--- src/rtl/servo_pkg.sv ---
// Shared definitions for the servo command sequencer: position codes, command
// entry layout, FSM state encoding and the dwell-load helper.
package servo_pkg;

    localparam logic [1:0] POS_CENTER = 2'b00;
    localparam logic [1:0] POS_MAX    = 2'b01;
    localparam logic [1:0] POS_MIN    = 2'b10;

    localparam int DWELL_W = 8;
    localparam int ENTRY_W = 10;

    typedef struct packed {
        logic [1:0]         pos;
        logic [DWELL_W-1:0] dwell;
    } cmd_entry_t;

    typedef enum logic [0:0] {
        ST_IDLE = 1'b0,
        ST_HOLD = 1'b1
    } state_e;

    // A zero dwell still holds its position for one full frame.
    function automatic logic [DWELL_W-1:0] dwell_load(input logic [DWELL_W-1:0] dwell);
        if (dwell == 8'd0) begin
            return 8'd1;
        end else begin
            return dwell;
        end
    endfunction

endpackage

--- src/rtl/servo_cmd_fifo.sv ---
// Synchronous command FIFO with occupancy level and synchronous flush.
// Reads come straight from storage, so a pop never sees a same-cycle push.
module servo_cmd_fifo
    import servo_pkg::*;
#(
    parameter int DEPTH = 4,
    parameter int LVL_W = 3
) (
    input  logic               clk,
    input  logic               reset,
    input  logic               flush,
    input  logic               push,
    input  logic [ENTRY_W-1:0] din,
    input  logic               pop,
    output logic [ENTRY_W-1:0] dout,
    output logic [LVL_W-1:0]   level,
    output logic               full,
    output logic               empty
);
    localparam int PTR_W = (DEPTH > 1) ? $clog2(DEPTH) : 1;
    localparam logic [PTR_W-1:0] PTR_LAST = PTR_W'(DEPTH - 1);
    localparam logic [LVL_W-1:0] LVL_FULL = LVL_W'(DEPTH);

    logic [ENTRY_W-1:0] mem_r [DEPTH];
    logic [PTR_W-1:0]   wr_ptr_r;
    logic [PTR_W-1:0]   rd_ptr_r;
    logic [LVL_W-1:0]   level_r;
    logic               do_push_s;
    logic               do_pop_s;

    function automatic logic [PTR_W-1:0] ptr_inc(input logic [PTR_W-1:0] ptr);
        if (ptr == PTR_LAST) begin
            return {PTR_W{1'b0}};
        end else begin
            return ptr + PTR_W'(1);
        end
    endfunction

    assign full      = (level_r == LVL_FULL);
    assign empty     = (level_r == {LVL_W{1'b0}});
    assign do_push_s = push & ~full & ~flush;
    assign do_pop_s  = pop & ~empty & ~flush;
    assign dout      = mem_r[rd_ptr_r];
    assign level     = level_r;

    // Entry storage; slots are only ever read between the two pointers.
    always_ff @(posedge clk) begin
        if (do_push_s) begin
            mem_r[wr_ptr_r] <= din;
        end
    end

    // Pointers and occupancy, cleared by reset or flush.
    always_ff @(posedge clk or negedge reset) begin
        if (!reset) begin
            wr_ptr_r <= {PTR_W{1'b0}};
            rd_ptr_r <= {PTR_W{1'b0}};
            level_r  <= {LVL_W{1'b0}};
        end else if (flush) begin
            wr_ptr_r <= {PTR_W{1'b0}};
            rd_ptr_r <= {PTR_W{1'b0}};
            level_r  <= {LVL_W{1'b0}};
        end else begin
            if (do_push_s) begin
                wr_ptr_r <= ptr_inc(wr_ptr_r);
            end
            if (do_pop_s) begin
                rd_ptr_r <= ptr_inc(rd_ptr_r);
            end
            case ({do_push_s, do_pop_s})
                2'b10:   level_r <= level_r + LVL_W'(1);
                2'b01:   level_r <= level_r - LVL_W'(1);
                default: level_r <= level_r;
            endcase
        end
    end

endmodule

--- src/rtl/servo_cmd_sequencer.sv ---
// Servo command sequencer: tick/frame timebase, command FIFO and an IDLE/HOLD
// sequencer that updates the PWM position only on frame boundaries.
module servo_cmd_sequencer
    import servo_pkg::*;
#(
    parameter int CLK_HZ      = 100000000,
    parameter int TICK_HZ     = 20000,
    parameter int FRAME_TICKS = 400,
    parameter int DEPTH       = 4
) (
    input  logic       clk,
    input  logic       reset,
    input  logic       cmd_valid,
    output logic       cmd_ready,
    input  logic [1:0] cmd_pos,
    input  logic [7:0] cmd_dwell,
    input  logic       flush,
    output logic       tick,
    output logic       frame_done,
    output logic [1:0] grados,
    output logic       servo_en,
    output logic       busy,
    output logic [2:0] fifo_level
);
    localparam int DIV   = CLK_HZ / TICK_HZ;
    localparam int DIV_W = (DIV > 1) ? $clog2(DIV) : 1;
    localparam int FRM_W = (FRAME_TICKS > 1) ? $clog2(FRAME_TICKS) : 1;
    localparam logic [DIV_W-1:0] DIV_LAST   = DIV_W'(DIV - 1);
    localparam logic [FRM_W-1:0] FRAME_LAST = FRM_W'(FRAME_TICKS - 1);

    logic [DIV_W-1:0]   div_cnt_r;
    logic [DIV_W-1:0]   div_next_s;
    logic [FRM_W-1:0]   frame_cnt_r;
    logic [FRM_W-1:0]   frame_next_s;
    logic               tick_r;
    logic               frame_done_r;
    logic               ready_en_r;
    state_e             state_r;
    state_e             state_next_s;
    logic [1:0]         grados_r;
    logic               servo_en_r;
    logic [DWELL_W-1:0] dwell_cnt_r;
    logic               push_s;
    logic               pop_s;
    logic               load_s;
    logic               release_s;
    logic               dec_s;
    logic               fifo_full_s;
    logic               fifo_empty_s;
    logic [ENTRY_W-1:0] fifo_dout_s;
    logic [2:0]         level_s;
    cmd_entry_t         head_s;

    // Next divider and frame counts, used to register the strobes in step with the counts.
    always_comb begin
        div_next_s   = div_cnt_r + DIV_W'(1);
        frame_next_s = frame_cnt_r;
        if (div_cnt_r == DIV_LAST) begin
            div_next_s = {DIV_W{1'b0}};
            if (frame_cnt_r == FRAME_LAST) begin
                frame_next_s = {FRM_W{1'b0}};
            end else begin
                frame_next_s = frame_cnt_r + FRM_W'(1);
            end
        end else begin
            frame_next_s = frame_cnt_r;
        end
    end

    // Free-running timebase; flush deliberately leaves it alone.
    always_ff @(posedge clk or negedge reset) begin
        if (!reset) begin
            div_cnt_r    <= {DIV_W{1'b0}};
            frame_cnt_r  <= {FRM_W{1'b0}};
            tick_r       <= 1'b0;
            frame_done_r <= 1'b0;
        end else begin
            div_cnt_r    <= div_next_s;
            frame_cnt_r  <= frame_next_s;
            tick_r       <= (div_next_s == DIV_LAST);
            frame_done_r <= (div_next_s == DIV_LAST) && (frame_next_s == FRAME_LAST);
        end
    end

    // Holds cmd_ready low until the first clock after reset release.
    always_ff @(posedge clk or negedge reset) begin
        if (!reset) begin
            ready_en_r <= 1'b0;
        end else begin
            ready_en_r <= 1'b1;
        end
    end

    assign cmd_ready = ready_en_r & ~fifo_full_s & ~flush;
    assign push_s    = cmd_valid & cmd_ready;
    assign head_s    = cmd_entry_t'(fifo_dout_s);

    servo_cmd_fifo #(
        .DEPTH (DEPTH),
        .LVL_W (3)
    ) u_fifo (
        .clk   (clk),
        .reset (reset),
        .flush (flush),
        .push  (push_s),
        .din   ({cmd_pos, cmd_dwell}),
        .pop   (pop_s),
        .dout  (fifo_dout_s),
        .level (level_s),
        .full  (fifo_full_s),
        .empty (fifo_empty_s)
    );

    // Sequencer decisions; everything is gated to frame_done cycles and overridden by flush.
    always_comb begin
        state_next_s = state_r;
        pop_s        = 1'b0;
        load_s       = 1'b0;
        release_s    = 1'b0;
        dec_s        = 1'b0;
        case (state_r)
            ST_IDLE: begin
                if (frame_done_r && !fifo_empty_s) begin
                    pop_s        = 1'b1;
                    load_s       = 1'b1;
                    state_next_s = ST_HOLD;
                end else begin
                    state_next_s = ST_IDLE;
                end
            end
            ST_HOLD: begin
                if (frame_done_r && (dwell_cnt_r <= 8'd1)) begin
                    if (!fifo_empty_s) begin
                        pop_s  = 1'b1;
                        load_s = 1'b1;
                    end else begin
                        release_s    = 1'b1;
                        state_next_s = ST_IDLE;
                    end
                end else if (frame_done_r) begin
                    dec_s = 1'b1;
                end else begin
                    state_next_s = ST_HOLD;
                end
            end
            default: state_next_s = ST_IDLE;
        endcase
        if (flush) begin
            pop_s        = 1'b0;
            load_s       = 1'b0;
            release_s    = 1'b0;
            dec_s        = 1'b0;
            state_next_s = ST_IDLE;
        end else begin
            state_next_s = state_next_s;
        end
    end

    // State and registered PWM-stage outputs.
    always_ff @(posedge clk or negedge reset) begin
        if (!reset) begin
            state_r     <= ST_IDLE;
            grados_r    <= POS_CENTER;
            servo_en_r  <= 1'b0;
            dwell_cnt_r <= 8'd0;
        end else begin
            state_r <= state_next_s;
            if (flush) begin
                grados_r    <= POS_CENTER;
                servo_en_r  <= 1'b0;
                dwell_cnt_r <= 8'd0;
            end else if (load_s) begin
                grados_r    <= head_s.pos;
                servo_en_r  <= 1'b1;
                dwell_cnt_r <= dwell_load(head_s.dwell);
            end else if (release_s) begin
                servo_en_r  <= 1'b0;
                dwell_cnt_r <= 8'd0;
            end else if (dec_s) begin
                dwell_cnt_r <= dwell_cnt_r - 8'd1;
            end else begin
                dwell_cnt_r <= dwell_cnt_r;
            end
        end
    end

    assign tick       = tick_r;
    assign frame_done = frame_done_r;
    assign grados     = grados_r;
    assign servo_en   = servo_en_r;
    assign fifo_level = level_s;
    assign busy       = (state_r == ST_HOLD) || (level_s != 3'd0);

endmodule

--- config.mk ---
export PLATFORM = sky130hd
export DESIGN_NAME = servo_cmd_sequencer
export DESIGN_NICKNAME = d
export VERILOG_FILES = /design/src/rtl/servo_pkg.sv /design/src/rtl/servo_cmd_fifo.sv /design/src/rtl/servo_cmd_sequencer.sv
export SDC_FILE = /design/constraint.sdc
export NUM_CORES = 1
export LEC_CHECK = 0
export ABC_AREA = 1
export CAP_MARGIN = 10
export CELL_PAD_IN_SITES_DETAIL_PLACEMENT = 1
export CELL_PAD_IN_SITES_GLOBAL_PLACEMENT = 2
export CORE_UTILIZATION = 30
export CTS_BUF_LIST = sky130_fd_sc_hd__clkbuf_8
export CTS_CLUSTER_DIAMETER = 150
export DETAILED_ROUTE_END_ITERATION = 16
export PLACE_DENSITY = 0.74
export SLEW_MARGIN = 15
export SYNTH_ARGS = -nofsm -noshare
export SYNTH_HDL_FRONTEND = slang
export SYNTH_HIERARCHICAL = 1
export SYNTH_SLANG_ARGS = --single-unit
--- constraint.sdc ---
create_clock -name clk -period 2.2 [get_ports clk]
set_input_delay 0.55 -clock clk [delete_from_list [all_inputs] [get_ports clk]]
set_output_delay 0.55 -clock clk [all_outputs]
set_load 0.02 [all_outputs]
==> flow_summary.json <==
{
  "viasPerCell": 4.598,
  "fin_worst_skew_ps": 10.82,
  "critical_path_required_ps": 2460,
  "worstReg2RegStart": "dwell_cnt_r[1]$_DFFE_PN0P_",
  "clk_pin_slew_worst_paths_ps": 90,
  "fp.dieArea_mm2": 0.01529,
  "crit_path_end_kind": "flop",
  "antenna_found_initial": 0,
  "rsz0062_at_grt": "true",
  "fin_cells": 768,
  "path_class": "flop to flop",
  "final_area_mm2": 0.005426,
  "fin_nets": 603,
  "antenna_cells": 0,
  "num_vias": 3531,
  "fmax_mhz": 447.8,
  "finalMaxSlewViolations": 0,
  "synth_nets": 543,
  "synth_cells": 519,
  "port_buffers": 23,
  "wl_per_cell_um": 14.11,
  "clock_latency_ps": 370,
  "reg2regPathDepth": 18,
  "power_frac_seq": 0.537,
  "irDropWorstVdd_mv": 0.2223,
  "fillers": 1717,
  "post-place-ws_ps": -280.4,
  "cp-start-kind": "flop",
  "ioPinCount": 24,
  "synth.distinct_cells": 38,
  "final.setup.tns_ps": -33.01,
  "p_int_mw": 2.294,
  "die_y_um": 123.7,
  "clock_sinks": 84,
  "placed_cells": 747,
  "track_usage": 0.1574,
  "p_leak_nw": 2.498,
  "hp-class": "input port to asynchronous set/reset pin",
  "drtPass1Iterations": 4,
  "placed_area_mm2": 0.005194,
  "crit_fanout": 3,
  "synth_area_per_cell_um2": 8.556,
  "core-area_mm2": 0.01448,
  "cts_tree": "built",
  "hold_violations": 0,
  "postCtsHoldBufs": 0,
  "grt_pass1_wl_mm": 18.22,
  "final_util": 0.3748,
  "clkPwrFrac": 0.322,
  "start_util": 0.3067,
  "p_sw_mw": 0.8902,
  "maxSlewHeadroom": 0.6047,
  "drt_iter0_markers": 158,
  "layout_min_cycle_time_ps": 2233,
  "ys_seq_elements": 84,
  "finalCritPeriodShare": 1.015,
  "cap_viol_max_count": 0,
  "clockBufferDepth": 2,
  "worst_slew_pin_slew_ps": 593.0,
  "synthesis.area_mm2": 0.004441,
  "fp-row-count": 44,
  "cellPowerDensity_mw_per_mm2": 586.8,
  "violations": "negative setup slack",
  "status": "complete, but fails checks",
  "synth_warnings": 6,
  "setup_ws_ps": -33.01,
  "h-tree-depth": 3,
  "cts.root.buffer_cell": "clkbuf_8",
  "timing.rr.end": "u_fifo/level[2]$_DFFE_PN0P_",
  "die_w_um": 123.7,
  "dpl.hpwl_mm": 8.314,
  "crit_arrival_ps": 2490,
  "drcViolationCount": 0,
  "yosysSeqAreaShare": 0.5185,
  "finalSetupViolCount": 1,
  "overflow": 0,
  "syn2layout_area_growth_pct": 22.20,
  "p_sw_frac": 0.2795,
  "ant_nets": 0,
  "grt_max_degree": 26,
  "grt_pass1_vias": 3656,
  "place.gp.congestion": 0.8100,
  "comb_power_share": 0.141,
  "layout-drive-gt1-share": 0.2038,
  "cts_buffers": 9,
  "reg2reg_slack_ps": -30,
  "wl_mm": 10.83
}
per-stage QoR:
step,power [mW],hold slack (ps)
after floorplan,1.985,254.4
after global placement,2.161,469.8
after detailed placement,2.175,484.8
after CTS,3.216,186.7
after global routing,3.351,210.5
final,3.184,179.8
cell type report:
cell class | count | area, µm² | area share
Timing Repair Buffer | 56 | 530.5 | 0.09776
Clock buffer | 9 | 123.9 | 0.02283
Sequential cell | 84 | 2307 | 0.4252
Tap cell | 184 | 230.2 | 0.04243
Clock inverter | 7 | 51.30 | 0.009454
Multi-Input combinational cell | 343 | 1861 | 0.3429
Inverter | 85 | 322.8 | 0.05949
power by group through the flow:
stage	registers, mW	logic (mW)	clock network (mW)
6_report	1.71	0.449	1.03
5_1_grt	1.71	0.506	1.13
4_1_cts	1.71	0.443	1.06
3_5_place_dp	1.74	0.432	0
3_3_place_gp	1.74	0.420	0
2_1_floorplan	1.75	0.234	0
repair_timing:
action | in CTS | in global routing
gates cloned | 0 | 0
endpoints found under the hold margin | 0 | 0
pin swaps | 2 | 8
buffers inserted | 1 | 4
gates resized for setup | 5 | 9
setup endpoints to repair | 4 | 5
sequential cells by signal, indices dropped and copies added (netlist names):
signal / cells
state_r: 1
u_fifo/rd_ptr_r: 2
u_fifo/level: 3
u_fifo/mem_r: 40
frame_cnt_r: 9
tick: 1
servo_en: 1
ready_en_r: 1
div_cnt_r: 13
frame_done: 1
grados: 2
dwell_cnt_r: 8
u_fifo/wr_ptr_r: 2
per-layer routing:
layer,GRT usage,routed length (µm)
met5,0,0
met1,0.2142,5329
met2,0.2451,5029
met3,0.02381,299
met4,0.07380,175
logic make-up (layout without fill, tap and decap cells):
logic type | count (synthesis) | count (layout) | synth area share
flip-flops | 84 | 84 | 0.5185
buffers and inverters | 92 | 157 | 0.07861
AND/OR/NAND/NOR | 271 | 271 | 0.2863
AO/OA/AOI/OAI | 53 | 53 | 0.07016
XOR/XNOR | 8 | 8 | 0.01578
other | 1 | 1 | 0.0008445
adder cells (fa/ha/maj) | 10 | 10 | 0.02987
Yosys cell counts:
master | number | area [µm²]
nand2_1 | 120 | 450.4
ha_1 | 9 | 112.6
nand3_4 | 2 | 35.03
or2_2 | 8 | 50.05
dfrtp_1 | 44 | 1101
nor2_4 | 5 | 56.30
and2_1 | 1 | 6.260
a21boi_2 | 1 | 11.26
xnor2_1 | 2 | 17.52
o21ai_0 | 32 | 160.2
nand4_1 | 8 | 50.05
inv_1 | 77 | 289.0
nor3b_1 | 1 | 7.510
buf_4 | 1 | 7.510
nor3_1 | 3 | 15.01
fa_1 | 1 | 20.02
o21ai_2 | 1 | 8.760
or4_1 | 1 | 7.510
conb_1 | 1 | 3.750
xor2_1 | 6 | 52.55
a21oi_2 | 2 | 17.52
a311oi_1 | 1 | 8.760
nor2_1 | 62 | 232.7
nor2_2 | 7 | 43.79
edfxtp_1 | 40 | 1201
nor4_1 | 1 | 6.260
o211ai_1 | 1 | 7.510
nand4_4 | 1 | 21.27
nand2_4 | 1 | 11.26
o22ai_1 | 10 | 62.56
nand3_1 | 37 | 185.2
nand3_2 | 3 | 30.03
clkbuf_1 | 6 | 22.52
a21oi_1 | 2 | 10.01
inv_2 | 8 | 30.03
nand2_2 | 10 | 62.56
a22o_1 | 2 | 17.52
o21bai_1 | 1 | 7.510
placed cells by master (no fill, tap or decap), types with 3 or more instances in the layout:
| cell type | synthesis | layout |
|---|---|---|
| inv_2 | 8 | 12 |
| o22ai_1 | 10 | 10 |
| nand2_2 | 10 | 10 |
| buf_12 | 0 | 5 |
| o21ai_0 | 32 | 32 |
| nor3_1 | 3 | 3 |
| or2_2 | 8 | 8 |
| nand2_1 | 120 | 119 |
| ha_1 | 9 | 8 |
| nand3_4 | 2 | 3 |
| dfrtp_2 | 0 | 4 |
| inv_1 | 77 | 72 |
| clkbuf_8 | 0 | 9 |
| xor2_1 | 6 | 6 |
| buf_4 | 1 | 28 |
| nor2_2 | 7 | 12 |
| dfrtp_1 | 44 | 40 |
| edfxtp_1 | 40 | 40 |
| nor2_1 | 62 | 57 |
| nor2_4 | 5 | 5 |
| nand3_1 | 37 | 37 |
| clkdlybuf4s50_1 | 0 | 20 |
| nand4_1 | 8 | 8 |
worst max-delay path: stages (launching register included):
cell,delay [ps]
dfrtp_1,380
inv_2,90
ha_1,170
nor2_2,40
nor2_1,110
nand3_2,110
nand2_2,90
nand2_4,60
nor2_4,110
a21boi_4,210
nand3_4,90
inv_2,60
fa_2,210
xnor2_2,120
inv_1,60
nand2_1,50
nand2_1,50
nand2_1,60
nand2_1,40
how the worst max path moves through the flow:
| stage | to | slack (ps) | from |
|---|---|---|---|
| after floorplan | u_fifo/level[2]$_DFFE_PN0P_ | -30 | u_fifo/level[0]$_DFFE_PN0P_ |
| after global routing | u_fifo/level[2]$_DFFE_PN0P_ | -210 | dwell_cnt_r[1]$_DFFE_PN0P_ |
| after global placement | u_fifo/level[2]$_DFFE_PN0P_ | -230 | flush |
| after CTS | u_fifo/level[2]$_DFFE_PN0P_ | -30 | dwell_cnt_r[0]$_DFFE_PN0P_ |
| after detailed placement | u_fifo/level[2]$_DFFE_PN0P_ | -280 | flush |
| final | u_fifo/level[2]$_DFFE_PN0P_ | -30 | dwell_cnt_r[1]$_DFFE_PN0P_ |
(Power assumes the default switching activity.)
